File: config.mk
export PLATFORM = sky130hd
export DESIGN_NAME = raw_record_flat
export DESIGN_NICKNAME = d
export VERILOG_FILES = /design/src/rtl/raw_record_if.sv /design/src/rtl/raw_record.sv /design/src/flat_wrapper.sv
export SDC_FILE = /design/constraint.sdc
export NUM_CORES = 1
export LEC_CHECK = 0
export CAP_MARGIN = 30
export CORE_UTILIZATION = 35
export CTS_CLUSTER_SIZE = 14
export DETAILED_ROUTE_END_ITERATION = 7
export MAX_ROUTING_LAYER = met4
export PLACE_DENSITY_LB_ADDON = 0.12
export SLEW_MARGIN = 20
export SYNTH_ARGS = -nofsm -noshare
export SYNTH_HDL_FRONTEND = slang
export SYNTH_SLANG_ARGS = --single-unit
export TNS_END_PERCENT = 20
File: constraint.sdc
create_clock -name clk -period 3.4 [get_ports clk]
set_input_delay 0.85 -clock clk [delete_from_list [all_inputs] [get_ports clk]]
set_output_delay 0.85 -clock clk [all_outputs]
set_load 0.05 [all_outputs]
File: src/rtl/raw_record_if.sv
// Board-side pin bundle of raw_record: serial audio inputs plus UART/LED outputs.
interface raw_record_if;
  logic       sck;
  logic       ws;
  logic       sd;
  logic       uart_tx;
  logic [7:0] leds;

  // Pin-driving side (board stimulus / logger)
  modport master (output sck, output ws, output sd, input uart_tx, input leds);
  // Recorder side
  modport slave  (input sck, input ws, input sd, output uart_tx, output leds);
endinterface

File: src/rtl/raw_record.sv
// raw_record: captures a left-justified 3-wire audio stream into 16-bit channel
// words, buffers them in a small FIFO and streams them out over an 8N1 UART.
// Optional feature: define RAWREC_CHAN_TAG_EN to prefix each word with a
// channel tag byte (8'hA0 | chan), giving 3 bytes per word instead of 2.
module raw_record #(
  parameter logic [23:0] STARTUP_CYCLES = 24'hFFFFFF,
  parameter int unsigned BAUD_DIV       = 8,
  parameter int unsigned FIFO_DEPTH     = 16
) (
  input  logic         clk,
  input  logic         rst,
  raw_record_if.slave  bus
);

  localparam int unsigned WORD_W = 16;
  localparam int unsigned CNT_W  = 5;
  localparam int unsigned AW     = $clog2(FIFO_DEPTH);
  localparam int unsigned BAUD_W = (BAUD_DIV > 1) ? $clog2(BAUD_DIV) : 1;

  typedef struct packed {
    logic              chan;
    logic [WORD_W-1:0] data;
  } word_t;

  typedef enum logic [1:0] {S_IDLE, S_START, S_DATA, S_STOP} uart_state_e;

  // ---------------- input synchronizers ----------------
  logic r_sck_s1, r_sck_s2, r_sck_d;
  logic r_ws_s1, r_ws_s2, r_sd_s1, r_sd_s2;
  logic w_sck_rise;

  // Two-flop synchronizers; sck gets one extra flop for rise detection
  always_ff @(posedge clk) begin
    if (rst) begin
      r_sck_s1 <= 1'b0; r_sck_s2 <= 1'b0; r_sck_d <= 1'b0;
      r_ws_s1  <= 1'b0; r_ws_s2  <= 1'b0;
      r_sd_s1  <= 1'b0; r_sd_s2  <= 1'b0;
    end else begin
      r_sck_s1 <= bus.sck; r_sck_s2 <= r_sck_s1; r_sck_d <= r_sck_s2;
      r_ws_s1  <= bus.ws;  r_ws_s2  <= r_ws_s1;
      r_sd_s1  <= bus.sd;  r_sd_s2  <= r_sd_s1;
    end
  end

  assign w_sck_rise = r_sck_s2 & ~r_sck_d;

  // ---------------- startup delay ----------------
  logic [23:0] r_delay, w_delay_nxt;
  logic        r_armed;

  assign w_delay_nxt = (r_delay != 24'd0) ? r_delay - 24'd1 : r_delay;

  // Count down after reset; capture is armed once the counter reaches zero
  always_ff @(posedge clk) begin
    if (rst) begin
      r_delay <= STARTUP_CYCLES;
      r_armed <= 1'b0;
    end else begin
      r_delay <= w_delay_nxt;
      r_armed <= (w_delay_nxt == 24'd0);
    end
  end

  // ---------------- serial capture ----------------
  logic              r_prev_ch;
  logic [CNT_W-1:0]  r_bit_cnt;
  logic [WORD_W-1:0] r_shreg;
  logic              w_ws_change, w_push;
  word_t             w_push_word;

  assign w_ws_change = (r_ws_s2 != r_prev_ch);
  assign w_push      = w_sck_rise & r_armed & w_ws_change & (r_bit_cnt == CNT_W'(WORD_W));
  assign w_push_word = word_t'({r_prev_ch, r_shreg});

  // Shift bits into the slot word; a WS change closes the slot and starts a new one
  always_ff @(posedge clk) begin
    if (rst) begin
      r_prev_ch <= 1'b1;
      r_bit_cnt <= '0;
      r_shreg   <= '0;
    end else if (w_sck_rise && r_armed) begin
      if (w_ws_change) begin
        r_shreg   <= {15'b0, r_sd_s2};
        r_bit_cnt <= CNT_W'(1);
        r_prev_ch <= r_ws_s2;
      end else if (r_bit_cnt < CNT_W'(WORD_W)) begin
        r_shreg   <= {r_shreg[WORD_W-2:0], r_sd_s2};
        r_bit_cnt <= r_bit_cnt + CNT_W'(1);
      end
    end
  end

  // ---------------- word FIFO ----------------
  word_t       r_mem [FIFO_DEPTH];
  logic [AW:0] r_wr_ptr, r_rd_ptr;
  logic        r_ovf, r_toggle;
  logic        w_empty, w_full, w_pop, w_push_ok;
  word_t       w_head;

  assign w_empty   = (r_wr_ptr == r_rd_ptr);
  assign w_full    = (r_wr_ptr[AW] != r_rd_ptr[AW]) && (r_wr_ptr[AW-1:0] == r_rd_ptr[AW-1:0]);
  assign w_push_ok = w_push & (~w_full | w_pop);
  assign w_head    = r_mem[r_rd_ptr[AW-1:0]];

  // Storage array, no reset needed
  always_ff @(posedge clk) begin
    if (w_push_ok) r_mem[r_wr_ptr[AW-1:0]] <= w_push_word;
  end

  // Pointers, sticky overflow flag and per-word activity toggle
  always_ff @(posedge clk) begin
    if (rst) begin
      r_wr_ptr <= '0;
      r_rd_ptr <= '0;
      r_ovf    <= 1'b0;
      r_toggle <= 1'b0;
    end else begin
      if (w_push_ok) begin
        r_wr_ptr <= r_wr_ptr + (AW+1)'(1);
        r_toggle <= ~r_toggle;
      end
      if (w_pop) r_rd_ptr <= r_rd_ptr + (AW+1)'(1);
      if (w_push && !w_push_ok) r_ovf <= 1'b1;
    end
  end

  // ---------------- UART transmitter ----------------
  uart_state_e       r_state, w_state_nxt;
  logic [BAUD_W-1:0] r_baud, w_baud_nxt;
  logic [2:0]        r_bit, w_bit_nxt;
  logic [7:0]        r_byte, w_byte_nxt;
  logic [15:0]       r_pend, w_pend_nxt;
  logic [1:0]        r_pend_cnt, w_pend_cnt_nxt;
  logic              r_tx, w_tx_nxt, w_baud_end;

  assign w_baud_end = (r_baud == BAUD_W'(BAUD_DIV - 1));

`ifndef RAWREC_CHAN_TAG_EN
  logic w_unused_chan;
  assign w_unused_chan = w_head.chan;
`endif

  // UART state register and registered line output
  always_ff @(posedge clk) begin
    if (rst) begin
      r_state    <= S_IDLE;
      r_baud     <= '0;
      r_bit      <= '0;
      r_byte     <= '0;
      r_pend     <= '0;
      r_pend_cnt <= '0;
      r_tx       <= 1'b1;
    end else begin
      r_state    <= w_state_nxt;
      r_baud     <= w_baud_nxt;
      r_bit      <= w_bit_nxt;
      r_byte     <= w_byte_nxt;
      r_pend     <= w_pend_nxt;
      r_pend_cnt <= w_pend_cnt_nxt;
      r_tx       <= w_tx_nxt;
    end
  end

  // Next-state logic: pop a word when idle, then shift out its bytes back to back
  always_comb begin
    w_state_nxt    = r_state;
    w_baud_nxt     = r_baud;
    w_bit_nxt      = r_bit;
    w_byte_nxt     = r_byte;
    w_pend_nxt     = r_pend;
    w_pend_cnt_nxt = r_pend_cnt;
    w_pop          = 1'b0;
    w_tx_nxt       = 1'b1;

    if (r_state != S_IDLE) w_baud_nxt = w_baud_end ? '0 : r_baud + BAUD_W'(1);

    case (r_state)
      S_IDLE: begin
        if (!w_empty) begin
          w_pop       = 1'b1;
          w_state_nxt = S_START;
          w_baud_nxt  = '0;
`ifdef RAWREC_CHAN_TAG_EN
          w_byte_nxt     = 8'hA0 | {7'b0, w_head.chan};
          w_pend_nxt     = w_head.data;
          w_pend_cnt_nxt = 2'd2;
`else
          w_byte_nxt     = w_head.data[15:8];
          w_pend_nxt     = {w_head.data[7:0], 8'h00};
          w_pend_cnt_nxt = 2'd1;
`endif
        end
      end
      S_START: begin
        if (w_baud_end) begin
          w_state_nxt = S_DATA;
          w_bit_nxt   = 3'd0;
        end
      end
      S_DATA: begin
        if (w_baud_end) begin
          if (r_bit == 3'd7) w_state_nxt = S_STOP;
          else               w_bit_nxt   = r_bit + 3'd1;
        end
      end
      S_STOP: begin
        if (w_baud_end) begin
          if (r_pend_cnt != 2'd0) begin
            w_state_nxt    = S_START;
            w_byte_nxt     = r_pend[15:8];
            w_pend_nxt     = {r_pend[7:0], 8'h00};
            w_pend_cnt_nxt = r_pend_cnt - 2'd1;
          end else begin
            w_state_nxt = S_IDLE;
          end
        end
      end
      default: w_state_nxt = S_IDLE;
    endcase

    case (w_state_nxt)
      S_START: w_tx_nxt = 1'b0;
      S_DATA:  w_tx_nxt = w_byte_nxt[w_bit_nxt];
      default: w_tx_nxt = 1'b1;
    endcase
  end

  assign bus.uart_tx = r_tx;
  assign bus.leds    = {5'b0, r_toggle, r_ovf, r_armed};

endmodule

File: src/flat_wrapper.sv
// flat-port wrapper written by rule: the top's interface ports become plain ports
module raw_record_flat 
#(
  parameter logic [23:0] STARTUP_CYCLES = 24'hFFFFFF,
  parameter int unsigned BAUD_DIV       = 8,
  parameter int unsigned FIFO_DEPTH     = 16
)
  (clk, rst, bus_sck, bus_ws, bus_sd, bus_uart_tx, bus_leds);
  raw_record_if bus_i ();
  input  logic clk;
  input  logic rst;
  input wire logic [$bits(bus_i.sck)-1:0] bus_sck;
  input wire logic [$bits(bus_i.ws)-1:0] bus_ws;
  input wire logic [$bits(bus_i.sd)-1:0] bus_sd;
  output wire logic [$bits(bus_i.uart_tx)-1:0] bus_uart_tx;
  output wire logic [$bits(bus_i.leds)-1:0] bus_leds;
  assign bus_i.sck = bus_sck;
  assign bus_i.ws = bus_ws;
  assign bus_i.sd = bus_sd;
  assign bus_uart_tx = bus_i.uart_tx;
  assign bus_leds = bus_i.leds;
  raw_record #(.STARTUP_CYCLES(STARTUP_CYCLES), .BAUD_DIV(BAUD_DIV), .FIFO_DEPTH(FIFO_DEPTH)) u_core (.clk(clk), .rst(rst), .bus(bus_i));
endmodule
==> run summary, run 1 <==
POWER AND IR DROP
----------------------------------------------------------------------------------------------------
Maximum resistive drop on vdd                                                               294.7 µV
Power density cells                                                                     607.2 nW/µm²
Leakage                                                                                     5.270 nW

STA
----------------------------------------------------------------------------------------------------
Setup TNS Final                                                                                 0 ns
Final hold viol count                                                                              0
Final setup fails                                                                                  0
Worst-case headroom to the max-slew limit                                                     0.4184
Crit share post-route                                                                         0.8322
Actual transition at the worst max-transition pin                                          0.8712 ns
Min cycle time layout                                                                       2.829 ns
Setup repair after global routing missed its margin                                            false
Max-slew violations                                                                                0
Crit path setup slack, layout                                                              0.5705 ns
Worst-case hold slack                                                                      0.4373 ns
Clock Skews                                                                               0.02159 ns
Highest clock frequency the design can meet                                               0.3534 GHz

SYNTHESIS
----------------------------------------------------------------------------------------------------
Flops & latches, synth                                                                           353
Netlist cell types                                                                                64
Cell count after synthesis                                                                       932
Largest family of logic cells by synthesized area                                       multiplexers
Synthesized-area fraction occupied by and/or/nand/nor cells                                  0.08593
Area fraction in compound gates after synthesis                                              0.06714
Netlist area before placement                                                             14,310 µm²
Share of synthesized cell area in full adder, half adder and majority cells                  0.01486
Most common flop cell mapped by yosys                                                       edfxtp_1
Synthesized area per cell                                                                  15.36 µm²
Synth Area in XOR/XNOR                                                                       0.02203
Multiplexer area fraction after synthesis                                                     0.1115
Number of warnings issued by yosys                                                                 0
Number of enable-type register cells in the synthesized netlist                                  256
Fraction of registers with async set/reset                                                         0
Register area share after synthesis                                                           0.6728

DRT
----------------------------------------------------------------------------------------------------
Number of DRC markers after the initial detailed-route iteration                                 558
Post-detailed-route via-to-cell ratio                                                          5.178
Wire length on met3                                                                         1.264 mm
Wire length on met2                                                                         15.82 mm
DR DRC count                                                                                       0
Uppermost routed layer                                                                          met4
Met1 routed wirelength after detailed routing                                               15.62 mm
Wirelength, routed                                                                          33.31 mm
Vias after detailed routing                                                                    7,922
Routed Antenna Nets                                                                                0
Pre-antenna DRT Iters                                                                              4
Average routed wire per standard cell                                                       21.77 µm

PLACEMENT
----------------------------------------------------------------------------------------------------
Detail Placement HPWL                                                                       20.09 mm
Setup slack at placement                                                                   0.6156 ns
Global placement routability congestion                                                       0.7474
PortBufs                                                                                           8

SETUP PATH
----------------------------------------------------------------------------------------------------
CP Cell Sequence                                                                        inv_1 > ha_1 > o21ai_0 > a22oi_1 > mux2_2 > a311o_1 > a31oi_1
Type of destination of the critical path                                                    register
CP startpoint kind                                                                          register
Worst path slowest cell                                                                      a22oi_1
Data arrival, critical path                                                                  3.28 ns
Crit path largest cell delay                                                                 0.62 ns
Maximum net fanout on the critical path                                                            7
Critical path type                                                                        reg -> reg
Worst endpoint required time                                                                 3.86 ns

FINISH
----------------------------------------------------------------------------------------------------
Filler Cells Inserted                                                                          3,700
Number of nets in the final layout                                                               999
Util after Layout                                                                             0.4115
Highest-count cells in the layout ignoring fill and taps                                edfxtp_1 (256), dfxtp_1 (94), nor2_1 (75)
Combined area of the multi-input logic cells                                                4389 µm²
Diodes inserted                                                                                    0
Share of post-route cells with drive strength above 1                                         0.1990
Leading cell type in the layout, fill and taps excluded                                     edfxtp_1
FF/Latch Area                                                                               9635 µm²
Area added between synthesis and finish                                                       15.01%

STATUS
----------------------------------------------------------------------------------------------------
Status                                                                                  finished, final reports clean

GLOBAL ROUTE
----------------------------------------------------------------------------------------------------
Number of antenna violations at the first check in global routing                                  0
First-pass GRT wire length                                                                  50.76 mm
Maximum number of pins on one net before global-route repair                                      64
GRT Util Overall                                                                              0.1700
Total global routing overflow                                                                      0
Via count of the first global-routing pass                                                     8,006

DIE
----------------------------------------------------------------------------------------------------
Chip height                                                                                 204.2 µm
Count of standard-cell rows                                                                       73
I/O pins                                                                                          14
Effective utilization at floorplan                                                            0.3578
X dimension of the die                                                                      204.2 µm
Placeable core region                                                                     40,010 µm²
Die area                                                                                  41,710 µm²

CLOCK TREE
----------------------------------------------------------------------------------------------------
Max clock buf depth                                                                                3
H-tree levels                                                                                      2
Clock sink count                                                                                 353
Post-CTS Hold Fix Bufs                                                                             0
Clock-pin slew reported for the worst setup and hold paths after clock tree synthesis        0.06 ns
CTS buffer count                                                                                  39
Skew-Pair Late Insertion Delay                                                               0.53 ns
TritonCTS clock tree                                                                           built
Buffers inserted during post-CTS setup optimization                                                0
Cell at the root of the clock tree                                                         clkbuf_16
Resized cells post-CTS                                                                             0

RUN
----------------------------------------------------------------------------------------------------
Number of violations of the max-capacitance limit                                                  0

HOLD PATH
----------------------------------------------------------------------------------------------------
Min-delay worst type                                                                      reg -> reg

-- through the flow --
stage | power (mW) | area, µm² | instances
after global routing | 10.38 | 16460 | 1530
after CTS | 10.14 | 16460 | 1530
after global placement | 5.948 | 15190 | 1460
after floorplan | 5.659 | 14330 | 936
final | 9.996 | 16460 | 1530
after detailed placement | 5.954 | 15210 | 1461
-- cell type report --
| cell class | count | share of cell area |
|---|---|---|
| multi-input combinational | 512 | 0.2666 |
| timing repair buffer | 54 | 0.02843 |
| tap | 525 | 0.03991 |
| clock buffer | 53 | 0.06491 |
| sequential | 353 | 0.5854 |
| inverter | 17 | 0.003877 |
| clock inverter | 16 | 0.01087 |
-- critical path: cells and delay by family (launching register included) --
kind                     cells  cell delay (ns)
AO/OA/AOI/OAI                4             1.40
adder cells (fa/ha/maj)      1             0.47
buffers and inverters        1             0.08
flip-flops                   1             0.40
multiplexers                 1             0.41
-- layer usage --
layer	global-route usage	vias up
li1	-	3673
met1	0.2329	4048
met2	0.2674	153
met3	0.02312	48
met4	0.04104	0
met5	-	-
-- flip-flops by register name, summed over array words and instances (netlist names), 2 cells and up, named ones only --
name	cells
u_core.r_wr_ptr	5
u_core.r_delay	24
u_core.r_pend	8
u_core.r_shreg	16
u_core.r_rd_ptr	5
u_core.r_bit_cnt	5
u_core.r_state	2
u_core.r_byte	8
u_core.r_pend_cnt	2
u_core.r_baud	3
u_core.r_bit	3
u_core.r_mem	256
-- where the power goes --
part	internal [mW]	switching, mW	leakage [nW]
clock network	2.50	1.66	0.607
registers	4.63	0.0848	3.16
logic	0.565	0.565	1.51
total	7.69	2.31	5.27
-- final timing paths --
check / endpoint / from / slack, ns / depth (start not counted)
worst max-delay path: u_core.bus.uart_tx / u_core.r_state[1] / 0.57 / 7
worst min register to register: u_core.r_sck_s2 / u_core.r_sck_s1 / 0.44 / 1
worst min-delay path: u_core.r_sck_s2 / u_core.r_sck_s1 / 0.44 / 1
worst max register to register: u_core.bus.uart_tx / u_core.r_state[1] / 0.57 / 7
-- cell families (layout without fill, tap and decap cells) --
logic type / Yosys count / count (layout)
muxes: 83 / 83
adders and majority gates: 17 / 17
DFF: 353 / 353
buffers and inverters: 71 / 140
AOI/OAI and AO/OA: 132 / 132
and+or+nand+nor: 239 / 239
xor gates and xnor gates: 36 / 36
other: 1 / 5
-- synth_stat cells, types with 7 or more instances --
| cell type | instances | area [µm²] |
|---|---|---|
| edfxtp_1 | 256 | 7687 |
| dfxtp_1 | 97 | 1942 |
| nor2_1 | 87 | 326.6 |
| mux4_2 | 61 | 1374 |
| a22oi_1 | 42 | 315.3 |
| nand2_1 | 28 | 105.1 |
| nor3_1 | 27 | 135.1 |
| nor2b_1 | 25 | 156.4 |
| xnor2_1 | 23 | 201.4 |
| nand2b_1 | 22 | 137.6 |
| clkbuf_1 | 20 | 75.07 |
| mux2i_1 | 20 | 200.2 |
| o21ai_0 | 19 | 95.09 |
| ha_1 | 17 | 212.7 |
| a21oi_1 | 16 | 80.08 |
| inv_1 | 16 | 60.06 |
| buf_2 | 14 | 70.07 |
| xor2_1 | 13 | 113.9 |
| buf_4 | 11 | 82.58 |
| a211oi_1 | 10 | 75.07 |
| a221oi_1 | 8 | 70.07 |
| a22o_1 | 7 | 61.31 |
| nand3_1 | 7 | 35.03 |
Note: power is estimated with default switching activity, not from simulation.
==> run 2: changes to the inputs <==
==> constraint.sdc (replaced) <==
create_clock -name clk -period 2.4 [get_ports clk]
set_input_delay 0.6 -clock clk [delete_from_list [all_inputs] [get_ports clk]]
set_output_delay 0.6 -clock clk [all_outputs]
set_load 0.05 [all_outputs]
==> run 2 against run 1 <==
Effect of this change: combinational power up 74%; routed wire length shrank 0.22%; register-to-register slack got worse by 0.52 ns; critical path type unchanged.
==> run summary, run 2 (synthesis results as in run 1) <==
POWER AND IR DROP
----------------------------------------------------------------------------------------------------
Maximum resistive drop on vdd                                                               471.7 µV   +60%
Switching power as a share of total power                                                     0.2292   -0.001448
Clock network fraction of design power                                                         0.414   -0.002
Switch Pwr                                                                                  3.366 mW   +46%
Leakage                                                                                     5.748 nW   +9.1%
Power density cells                                                                     838.2 nW/µm²   +38%
Total design power                                                                          14.69 mW   +47%
Sequential fraction of design power                                                            0.453   -0.018
Combinational power share                                                                      0.134   +0.021
Internal power                                                                              11.32 mW   +47%

STA
----------------------------------------------------------------------------------------------------
Highest clock frequency the design can meet                                               0.4258 GHz   +20%
Min cycle time layout                                                                       2.348 ns   -0.4810 ns
Setup repair after global routing missed its margin                                             true
Crit share post-route                                                                         0.9785   +0.1463
Actual transition at the worst max-transition pin                                          0.8398 ns   -0.03141 ns
Final setup fails                                                                                  0   unchanged
Final hold viol count                                                                              0   unchanged
Clock Skews                                                                               0.02362 ns   +0.002029 ns
Max-slew violations                                                                                0   unchanged
Worst-case hold slack                                                                      0.4332 ns   -0.004098 ns
Worst-case headroom to the max-slew limit                                                     0.4401   +0.02173

DIE
----------------------------------------------------------------------------------------------------
Count of standard-cell rows                                                                       73   unchanged
X dimension of the die                                                                      204.2 µm   unchanged
Chip height                                                                                 204.2 µm   unchanged
Placeable core region                                                                     40,010 µm²   unchanged
Die area                                                                                  41,710 µm²   unchanged
Effective utilization at floorplan                                                            0.3578   unchanged
I/O pins                                                                                          14   unchanged

DRT
----------------------------------------------------------------------------------------------------
DR DRC count                                                                                       0   unchanged
Post-detailed-route via-to-cell ratio                                                          5.018   -3.1%
Wirelength, routed                                                                          33.24 mm   -0.22%
Pre-antenna DRT Iters                                                                              4   unchanged
Vias after detailed routing                                                                    8,099   +2.2%
Average routed wire per standard cell                                                       20.59 µm   -5.4%
Routed Antenna Nets                                                                                0   unchanged
Number of DRC markers after the initial detailed-route iteration                                 535   -4.1%

SETUP PATH
----------------------------------------------------------------------------------------------------
Worst path slowest cell                                                                       mux4_2
Type of destination of the critical path                                                    register
Combined buffer and inverter count along the critical path                                         3   +2
Data arrival, critical path                                                                  2.73 ns   -0.55 ns
Most frequent cell on the critical path                                                       buf_12
Maximum net fanout on the critical path                                                            6   -1
Critical path type                                                                        reg -> reg
Worst reg-to-reg setup slack                                                                 0.05 ns   -0.52 ns
CP Cell Sequence                                                                        buf_12 > buf_12 > mux4_2 > nor3b_1 > nor3_1 > buf_4 > a21oi_1 > mux2_4 > a311o_1 > a31oi_1
CP startpoint kind                                                                          register
Crit path largest cell delay                                                                 0.48 ns   -0.14 ns
Worst endpoint required time                                                                 2.78 ns   -1.08 ns
Kind of cell adding the most delay to the critical path                                 multiplexers

CLOCK TREE
----------------------------------------------------------------------------------------------------
Clock sink count                                                                                 353   unchanged
Cell at the root of the clock tree                                                         clkbuf_16
Skew-Pair Late Insertion Delay                                                               0.53 ns   about the same
CTS buffer count                                                                                  40   +2.6%
Clock-pin slew reported for the worst setup and hold paths after clock tree synthesis        0.06 ns   about the same
Max clock buf depth                                                                                3   unchanged
TritonCTS clock tree                                                                           built
Post-CTS Hold Fix Bufs                                                                             0   unchanged
H-tree levels                                                                                      2   unchanged

GLOBAL ROUTE
----------------------------------------------------------------------------------------------------
Via count of the first global-routing pass                                                     8,394   +4.8%
First-pass GRT wire length                                                                  50.93 mm   +0.33%
Total global routing overflow                                                                      0   unchanged
Number of antenna violations at the first check in global routing                                  0   unchanged
Maximum number of pins on one net before global-route repair                                      75   +17%
GRT Util Overall                                                                              0.1686   -0.001435

FINISH
----------------------------------------------------------------------------------------------------
Filler Cells Inserted                                                                          3,637   -1.7%
Leading cell type in the layout, fill and taps excluded                                     edfxtp_1
Share of post-route cells with drive strength above 1                                         0.2828   +0.08382
Diodes inserted                                                                                    0   unchanged
Max FFs per register                                                                             256   unchanged
Number of nets in the final layout                                                             1,079   +8.0%
Highest-count cells in the layout ignoring fill and taps                                edfxtp_1 (256), buf_4 (104), dfxtp_1 (93)
Util after Layout                                                                             0.4380   +0.02655
Fin cells                                                                                      1,614   +5.5%
Area added between synthesis and finish                                                       22.43%

PLACEMENT
----------------------------------------------------------------------------------------------------
Cells after DPL                                                                                1,530   +4.7%
Global placement routability congestion                                                       0.7830   +4.8%
PortBufs                                                                                           8   unchanged
Detail Placement HPWL                                                                       20.77 mm   +3.4%

RUN
----------------------------------------------------------------------------------------------------
Number of violations of the max-capacitance limit                                                  0   unchanged

HOLD PATH
----------------------------------------------------------------------------------------------------
Min-delay worst type                                                                      reg -> reg

STATUS
----------------------------------------------------------------------------------------------------
Status                                                                                  finished, final reports clean

-- run 2: cell types whose count changed in the layout (fill, tap and decap cells not counted), moves of 3 or more --
cell	previous run	this run
buf_4	44	104
buf_12	2	19
a221oi_1	8	4
a221oi_2	0	4
nor3_4	0	4
buf_6	0	3
clkbuf_16	39	42
nor3_1	22	19
-- run 2: cell type report --
cell class              instances  area [µm²]  area share
flip-flops and latches        353        9637      0.5499
repair buffers                133        1265     0.07219
inverters                      17       63.81    0.003642
well taps                     525       656.9     0.03749
clock buffers                  55        1120     0.06391
clock inverters                19       206.4     0.01178
multi-input cells             512        4574      0.2610
-- run 2: final timing paths --
kind	start	endpoint	depth (start not counted)
setup reg to reg	register	u_core.bus.uart_tx	10
hold reg to reg	u_core.r_sck_s1	u_core.r_sck_s2	1
setup / recovery	register	u_core.bus.uart_tx	10
hold / removal	u_core.r_sck_s1	u_core.r_sck_s2	1
-- run 2: worst reg2reg max path, stage by stage, from the launching register on --
cell	delay [ns]
dfxtp_4	0.41
buf_12	0.13
buf_12	0.12
mux4_2	0.48
nor3b_1	0.20
nor3_1	0.08
buf_4	0.15
a21oi_1	0.21
mux2_4	0.18
a311o_1	0.15
a31oi_1	0.08
-- run 2: routing by layer --
metal,wire length [µm],track usage,vias up
met1,15620,0.2267,4079
met3,987,0.02312,58
li1,-,-,3853
met2,15910,0.2678,109
met4,729,0.04584,0
met5,0,-,-
-- run 2: timing repair --
action	in CTS	in global routing
endpoints found under the setup margin	16	247
buffers inserted	6	4
pin swaps	1	15
resized for setup	4	32
-- run 2: power groups by stage --
stage | registers [mW] | logic [mW] | clock network [mW]
6_report | 6.65 | 1.97 | 6.07
5_1_grt | 6.66 | 2.15 | 6.46
4_1_cts | 6.64 | 1.93 | 6.22
3_5_place_dp | 6.81 | 1.78 | 0
3_3_place_gp | 6.81 | 1.77 | 0
2_1_floorplan | 6.73 | 1.29 | 0
-- run 2: metrics by stage --
stage	worst slack, ns	TNS (ns)	instance area [µm²]
after global routing	-0.1728	-0.2575	17520
final	0.05157	0	17520
after global placement	-0.06930	-0.3853	15920
after floorplan	-0.2434	-41.88	14370
after CTS	-0.01807	-0.01807	17340
after detailed placement	-0.1038	-0.1038	15930
